==> src/rtl/stopwatch_ctrl_pkg.sv <==
// Shared types, codes and limits for the stopwatch control slice.
package stopwatch_pkg;

   typedef enum logic [1:0] {
      ST_STOP     = 2'd0,
      ST_RUN      = 2'd1,
      ST_EDIT_MIN = 2'd2,
      ST_EDIT_SEC = 2'd3
   } state_e;

   typedef enum logic [1:0] {
      FIELD_NONE = 2'd0,
      FIELD_MIN  = 2'd1,
      FIELD_SEC  = 2'd2
   } field_e;

   localparam int MIN_MAX_DEF   = 59;
   localparam int SEC_MAX_DEF   = 59;
   localparam int DECI_MAX_DEF  = 9;
   localparam int BLINK_MAX_DEF = 24_999_999;

   // Field increment that wraps back to zero once the field limit is reached.
   function automatic logic [7:0] wrap_inc(input logic [7:0] val, input logic [7:0] max);
      return (val >= max) ? 8'd0 : val + 8'd1;
   endfunction

   // Out-of-range captured values are treated as zero rather than saturated.
   function automatic logic [7:0] capture_field(input logic [7:0] val, input logic [7:0] max);
      return (val > max) ? 8'd0 : val;
   endfunction

endpackage

==> src/rtl/stopwatch_ctrl_if.sv <==
// Key pulses and counter-facing signals between keypad/counter and the controller.
interface stopwatch_ctrl_if;
   import stopwatch_pkg::*;

   logic        key_start;
   logic        key_clear;
   logic        key_set;
   logic        key_inc;
   logic [23:0] time_now;
   logic        run;
   logic [23:0] update;
   logic        update_trigger;
   logic [1:0]  edit_field;
   logic        blink;

   // Keypad / counter side.
   modport master (
      output key_start, key_clear, key_set, key_inc, time_now,
      input  run, update, update_trigger, edit_field, blink
   );

   // Controller side.
   modport slave (
      input  key_start, key_clear, key_set, key_inc, time_now,
      output run, update, update_trigger, edit_field, blink
   );

endinterface

==> src/rtl/stopwatch_ctrl_blink_gen.sv <==
// Blink phase generator for the field being edited.
module blink_gen #(
   parameter int BLINK_MAX = 24_999_999
) (
   input  logic sclk,
   input  logic nrst,
   input  logic en,
   input  logic restart,
   output logic blink
);

   localparam int CW = (BLINK_MAX > 0) ? $clog2(BLINK_MAX + 1) : 1;

   logic [CW-1:0] cnt_q, cnt_d;
   logic          blink_q, blink_d;

   // Restart starts a fresh visible phase; disabled forces everything low.
   always_comb begin
      cnt_d   = cnt_q;
      blink_d = blink_q;
      if (!en) begin
         cnt_d   = '0;
         blink_d = 1'b0;
      end else if (restart) begin
         cnt_d   = '0;
         blink_d = 1'b1;
      end else if (cnt_q == CW'(BLINK_MAX)) begin
         cnt_d   = '0;
         blink_d = ~blink_q;
      end else begin
         cnt_d = cnt_q + CW'(1);
      end
   end

   // Phase counter and blink register.
   always_ff @(posedge sclk or negedge nrst) begin
      if (!nrst) begin
         cnt_q   <= '0;
         blink_q <= 1'b0;
      end else begin
         cnt_q   <= cnt_d;
         blink_q <= blink_d;
      end
   end

   assign blink = blink_q;

endmodule

==> src/rtl/stopwatch_ctrl.sv <==
// Stopwatch run/stop and time-edit controller.
//
//   state       | meaning
//   ST_STOP     | counter halted; clear loads zero, set enters edit
//   ST_RUN      | counter running; only start (stop) is honoured
//   ST_EDIT_MIN | minute shadow being edited
//   ST_EDIT_SEC | second shadow being edited; set commits to counter
module stopwatch_ctrl
   import stopwatch_pkg::*;
#(
   parameter int MIN_MAX   = MIN_MAX_DEF,
   parameter int SEC_MAX   = SEC_MAX_DEF,
   parameter int BLINK_MAX = BLINK_MAX_DEF
) (
   input  logic             sclk,
   input  logic             nrst,
   stopwatch_ctrl_if.slave  bus
);

   localparam logic [7:0] MIN_LIM = 8'(MIN_MAX);
   localparam logic [7:0] SEC_LIM = 8'(SEC_MAX);

   state_e      state_q, state_d;
   logic [7:0]  min_q, min_d;
   logic [7:0]  sec_q, sec_d;
   logic        run_q, run_d;
   logic [23:0] update_q, update_d;
   logic        trig_q, trig_d;
   logic [1:0]  field_q, field_d;
   logic        blink_en, blink_restart;

   // Deci-seconds are never edited; a commit always loads zero there.
   logic        unused_deci;
   assign unused_deci = ^bus.time_now[7:0];

   // Next state, shadow and output values with key priority clear > set > start > inc.
   always_comb begin
      state_d       = state_q;
      min_d         = min_q;
      sec_d         = sec_q;
      update_d      = update_q;
      trig_d        = 1'b0;
      blink_restart = 1'b0;
      unique case (state_q)
         ST_STOP: begin
            if (bus.key_clear) begin
               update_d = 24'd0;
               trig_d   = 1'b1;
            end else if (bus.key_set) begin
               state_d       = ST_EDIT_MIN;
               min_d         = capture_field(bus.time_now[23:16], MIN_LIM);
               sec_d         = capture_field(bus.time_now[15:8], SEC_LIM);
               blink_restart = 1'b1;
            end else if (bus.key_start) begin
               state_d = ST_RUN;
            end
         end
         ST_RUN: begin
            if (bus.key_start) state_d = ST_STOP;
         end
         ST_EDIT_MIN: begin
            if (bus.key_clear) begin
               state_d = ST_STOP;
               min_d   = 8'd0;
               sec_d   = 8'd0;
            end else if (bus.key_set) begin
               state_d       = ST_EDIT_SEC;
               blink_restart = 1'b1;
            end else if (bus.key_inc) begin
               min_d         = wrap_inc(min_q, MIN_LIM);
               blink_restart = 1'b1;
            end
         end
         ST_EDIT_SEC: begin
            if (bus.key_clear) begin
               state_d = ST_STOP;
               min_d   = 8'd0;
               sec_d   = 8'd0;
            end else if (bus.key_set) begin
               state_d  = ST_STOP;
               update_d = {min_q, sec_q, 8'd0};
               trig_d   = 1'b1;
               min_d    = 8'd0;
               sec_d    = 8'd0;
            end else if (bus.key_inc) begin
               sec_d         = wrap_inc(sec_q, SEC_LIM);
               blink_restart = 1'b1;
            end
         end
         default: state_d = ST_STOP;
      endcase

      run_d = (state_d == ST_RUN);
      unique case (state_d)
         ST_EDIT_MIN: field_d = FIELD_MIN;
         ST_EDIT_SEC: field_d = FIELD_SEC;
         default:     field_d = FIELD_NONE;
      endcase
      blink_en = (state_d == ST_EDIT_MIN) || (state_d == ST_EDIT_SEC);
   end

   // State, shadow and registered outputs.
   always_ff @(posedge sclk or negedge nrst) begin
      if (!nrst) begin
         state_q  <= ST_STOP;
         min_q    <= 8'd0;
         sec_q    <= 8'd0;
         run_q    <= 1'b0;
         update_q <= 24'd0;
         trig_q   <= 1'b0;
         field_q  <= FIELD_NONE;
      end else begin
         state_q  <= state_d;
         min_q    <= min_d;
         sec_q    <= sec_d;
         run_q    <= run_d;
         update_q <= update_d;
         trig_q   <= trig_d;
         field_q  <= field_d;
      end
   end

   blink_gen #(.BLINK_MAX(BLINK_MAX)) u_blink (
      .sclk    (sclk),
      .nrst    (nrst),
      .en      (blink_en),
      .restart (blink_restart),
      .blink   (bus.blink)
   );

   assign bus.run            = run_q;
   assign bus.update         = update_q;
   assign bus.update_trigger = trig_q;
   assign bus.edit_field     = field_q;

endmodule

==> src/flat_wrapper.sv <==
// flat-port wrapper written by rule: the top's interface ports become plain ports
module stopwatch_ctrl_flat import stopwatch_pkg::*;
#(
   parameter int MIN_MAX   = MIN_MAX_DEF,
   parameter int SEC_MAX   = SEC_MAX_DEF,
   parameter int BLINK_MAX = BLINK_MAX_DEF
)
  (sclk, nrst, bus_key_start, bus_key_clear, bus_key_set, bus_key_inc, bus_time_now, bus_run, bus_update, bus_update_trigger, bus_edit_field, bus_blink);
  stopwatch_ctrl_if bus_i ();
  input  logic sclk;
  input  logic nrst;
  input wire logic [$bits(bus_i.key_start)-1:0] bus_key_start;
  input wire logic [$bits(bus_i.key_clear)-1:0] bus_key_clear;
  input wire logic [$bits(bus_i.key_set)-1:0] bus_key_set;
  input wire logic [$bits(bus_i.key_inc)-1:0] bus_key_inc;
  input wire logic [$bits(bus_i.time_now)-1:0] bus_time_now;
  output wire logic [$bits(bus_i.run)-1:0] bus_run;
  output wire logic [$bits(bus_i.update)-1:0] bus_update;
  output wire logic [$bits(bus_i.update_trigger)-1:0] bus_update_trigger;
  output wire logic [$bits(bus_i.edit_field)-1:0] bus_edit_field;
  output wire logic [$bits(bus_i.blink)-1:0] bus_blink;
  assign bus_i.key_start = bus_key_start;
  assign bus_i.key_clear = bus_key_clear;
  assign bus_i.key_set = bus_key_set;
  assign bus_i.key_inc = bus_key_inc;
  assign bus_i.time_now = bus_time_now;
  assign bus_run = bus_i.run;
  assign bus_update = bus_i.update;
  assign bus_update_trigger = bus_i.update_trigger;
  assign bus_edit_field = bus_i.edit_field;
  assign bus_blink = bus_i.blink;
  stopwatch_ctrl #(.MIN_MAX(MIN_MAX), .SEC_MAX(SEC_MAX), .BLINK_MAX(BLINK_MAX)) u_core (.sclk(sclk), .nrst(nrst), .bus(bus_i));
endmodule
==> config.mk <==
export PLATFORM = sky130hd
export DESIGN_NAME = stopwatch_ctrl_flat
export DESIGN_NICKNAME = d
export VERILOG_FILES = /design/src/rtl/stopwatch_ctrl_pkg.sv /design/src/rtl/stopwatch_ctrl_if.sv /design/src/rtl/stopwatch_ctrl_blink_gen.sv /design/src/rtl/stopwatch_ctrl.sv /design/src/flat_wrapper.sv
export SDC_FILE = /design/constraint.sdc
export NUM_CORES = 1
export LEC_CHECK = 0
export CELL_PAD_IN_SITES_DETAIL_PLACEMENT = 1
export CELL_PAD_IN_SITES_GLOBAL_PLACEMENT = 1
export CORE_ASPECT_RATIO = 1.1
export CORE_MARGIN = 3
export CORE_UTILIZATION = 41
export DETAILED_ROUTE_END_ITERATION = 6
export GPL_TIMING_DRIVEN = 0
export HOLD_SLACK_MARGIN = 0.03
export PLACE_DENSITY_LB_ADDON = 0.2
export SYNTH_ARGS = -nofsm -noshare
export SYNTH_HDL_FRONTEND = slang
export SYNTH_SLANG_ARGS = --single-unit
export TNS_END_PERCENT = 20
==> constraint.sdc <==
create_clock -name sclk -period 2.5 [get_ports sclk]
set_input_delay 0.375 -clock sclk [delete_from_list [all_inputs] [get_ports sclk]]
set_output_delay 0.375 -clock sclk [all_outputs]
set_load 0.02 [all_outputs]
==> results.md, run 1 <==
* Width of the chip at 93.4 um
* Final hold vios at 0
* Routing usage on met2 at 35.3%
* DR vias at 2,947
* Setup WS pre-CTS at -0.243 ns
* Final worst path period share at 92.5%
* Final Skew at 0.00902 ns
* GRT Residual Overflow at 0
* CTS Buffer Depth at 2
* Ratio of cells with drive above 1 in the final layout at 11.2%
* Outcome: finished clean
* Critical Path Fanout Max at 10
* Placed Area at 4020 um2
* Area Overhead vs Synth at 21.7%
* ANT nets after route at 0
* Largest area contributor in the netlist: dfrtp_1
* GR Util All Layers at 19.7%
* FFs w/ async S/R, synth at 100%
* Grt met1 use at 23.6%
* Initial antenna violation count at 0
* Total wire length at 8820 um
* Mapped Area at 3450 um2
* Number of synthesized flops with an enable pin at 0
* Vias in the first global route at 3,043
* Post-synthesis cell type count at 57
* Critical path type: in2reg
* # DRC at 0
* CTS root buf: clkbuf_8
* Critical path endpoint category: flip-flop
* First-pass GRT wire length at 14,900 um
* FILL cells at 913
* FMAX at 432 MHz
* Final Instance Area at 4200 um2
* Cells after Synth at 356
* Sequential-to-total area share from yosys stat at 46.4%
* Die ar. at 9550 um2
* Largest net degree at the start of global routing at 65
* GR peak layer: met2
* TritonCTS clock tree: yes
* Syn_area_per_cell at 9.69 um2
* Synth Warn # at 0
* Maximum VDD drop at 0.321 mV
* Die Y at 102 um
* Io pins at 59
* Synth area leaders: dfrtp_1 (46%), nand2_1 (4.8%), o21ai_0 (3.3%)
* Met3 Use GR at 3.98%
* Startpoint Class: primary input
* DR WL/cell at 16.8 um
* Core Rows at 34
* Slew headroom at 46.3%
* Commonest cells after routing, fill and taps aside: dfrtp_1 (64), nand2_1 (44), clkdlybuf4s50_1 (40), o21ai_0 (23), nor3_1 (16)
* Lkg Pwr at 1.65 nW
* Final setup fails at 0
* First-pass DRT Iterations at 4
* Yosys reg bits at 64
* Vias/cell at 5.60
* RSZ-0062 raised after global routing: no
* CORE AREA at 8040 um2
* Fin crit period at 2.31 ns
* Nets@finish at 453
* Most common cell after layout, fill and taps aside: dfrtp_1
* PwrDens at 812 nW/um2
* Dpl hpwl at 6450 um
* Port bufs at 41
* CTS buffer count at 9
* Tightest Pin Transition at 0.806 ns
* Post-synth top flop: dfrtp_1
* GPL Wtd Cong at 0.821
* Number of diodes at 0
* Worst endpoint required time at 2.73 ns
* Starting Density at 42.9%
* Fin worst setup slack at 0.186 ns
* HP Class: in2async
* Worst EP arrival at 2.55 ns
* Share of the synthesized area in the top cell type at 46.4%
* MaxCap Viol Count at 0
* Clk sinks at 64
* H-tree depth at 3
* Detailed router's first-iteration violation count at 74
* Skew-Pair Late Insertion Delay at 0.34 ns
* Clock slew at reported path FFs at 0.07 ns
* Final slew viol count at 0
synth_stat cells (4+ instances only):
library cell	n
clkbuf_1	12
nor2_1	9
nand2_1	44
xnor2_1	7
o221ai_1	5
and2_1	6
or4_1	13
a21oi_1	6
and3_1	6
dfrtp_1	64
ha_1	7
nand2b_1	4
o2bb2ai_1	6
nor3_1	17
a32oi_1	4
xor2_1	5
a211oi_2	4
a211oi_1	7
o21ai_0	23
a22oi_1	4
inv_1	15
nand3_1	14
mux2_2	4
o31ai_1	9
buf_4	9
nand4_1	5
cells by family after synthesis:
| logic type | count (synthesis) | share of synthesized area, % |
|---|---|---|
| flops | 64 | 46.4 |
| xor+xnor | 12 | 3.05 |
| buf+inv | 40 | 6.06 |
| simple gates | 137 | 21.2 |
| compound gates | 91 | 19.3 |
| fa+ha+maj | 7 | 2.54 |
| other cells | 1 | 0.109 |
| mux | 4 | 1.31 |
registers in the layout, indices dropped and copies added (netlist names):
name                       count
u_core.bus.edit_field          2
u_core.bus.run                 1
u_core.bus.update             16
u_core.bus.update_trigger      1
u_core.min_q                   8
u_core.sec_q                   8
u_core.state_q                 2
u_core.u_blink.blink           1
u_core.u_blink.cnt_q          25
layout make-up:
| type | count | area [um2] | share of cell area (%) |
|---|---|---|---|
| Tap cell | 108 | 135 | 3.22 |
| Clock inverter | 1 | 5.00 | 0.119 |
| Clock buffer | 12 | 155 | 3.70 |
| Timing Repair Buffer | 42 | 415 | 9.90 |
| Multi-Input combinational cell | 259 | 1670 | 39.9 |
| Sequential cell | 64 | 1600 | 38.2 |
| Buffer | 25 | 156 | 3.73 |
| Inverter | 15 | 56.3 | 1.34 |
worst max-delay path: stages:
cell and delay [ns]:
clkdlybuf4s50_1 0.44, clkbuf_1 0.23, nand2b_1 0.25, a21oi_1 0.25, clkbuf_1 0.39, o21a_1 0.26, mux2_2 0.35
routing by layer:
metal	share of wire, %	wire length [um]
met1	43	3760
met2	53	4690
met3	2.9	257
met4	1.4	121
met5	0	0
final timing paths:
check                                         from                        to  slack [ns]  cells after the start
min reg2reg                  u_core.bus.update[15]     u_core.bus.update[15]        0.48                      2
min in group sclk            u_core.bus.update[15]     u_core.bus.update[15]        0.48                      2
min                                           nrst      u_core.bus.update[9]        0.11                      1
max reg2reg                u_core.u_blink.cnt_q[0]  u_core.u_blink.cnt_q[22]        0.25                      6
max                                  bus_key_clear           u_core.sec_q[0]        0.19                      7
max in group asynchronous                     nrst  u_core.u_blink.cnt_q[17]        1.85                      1
power breakdown:
part           switching [mW]  leakage (nW)  total (mW)  internal [mW]
clock network           0.381        0.0842       0.777          0.396
registers               0.149         0.883        1.33           1.18
logic                   0.796         0.685        1.30          0.503
per-stage QoR:
stage                     power (mW)  instances  hold WS [ns]  setup TNS (ns)  util, %
after floorplan                 2.17        363        0.0794               0        -
after global placement          2.58        512         0.460          -73.32     50.0
after detailed placement        2.63        512         0.469           -2.90     50.0
after CTS                       3.42        525         0.152               0     52.1
after global routing            3.65        526         0.173               0     52.2
final                           3.41        526         0.112               0     52.2
timing repair:
item                       in CTS  in global routing
buffers inserted                0                  1
hold buffers                    0                  0
setup endpoints to repair      12                 14
hold endpoints to repair        0                  0
pin swaps                       0                  1
resized for setup               2                  6
No activity file was read; power rests on OpenSTA's default activity.
==> run 2, diff against run 1 <==
- HOLD_SLACK_MARGIN: 0.03 -> default
==> results of run 2 <==
No change in the layout: final DEF, timing and power equal those of run 1.
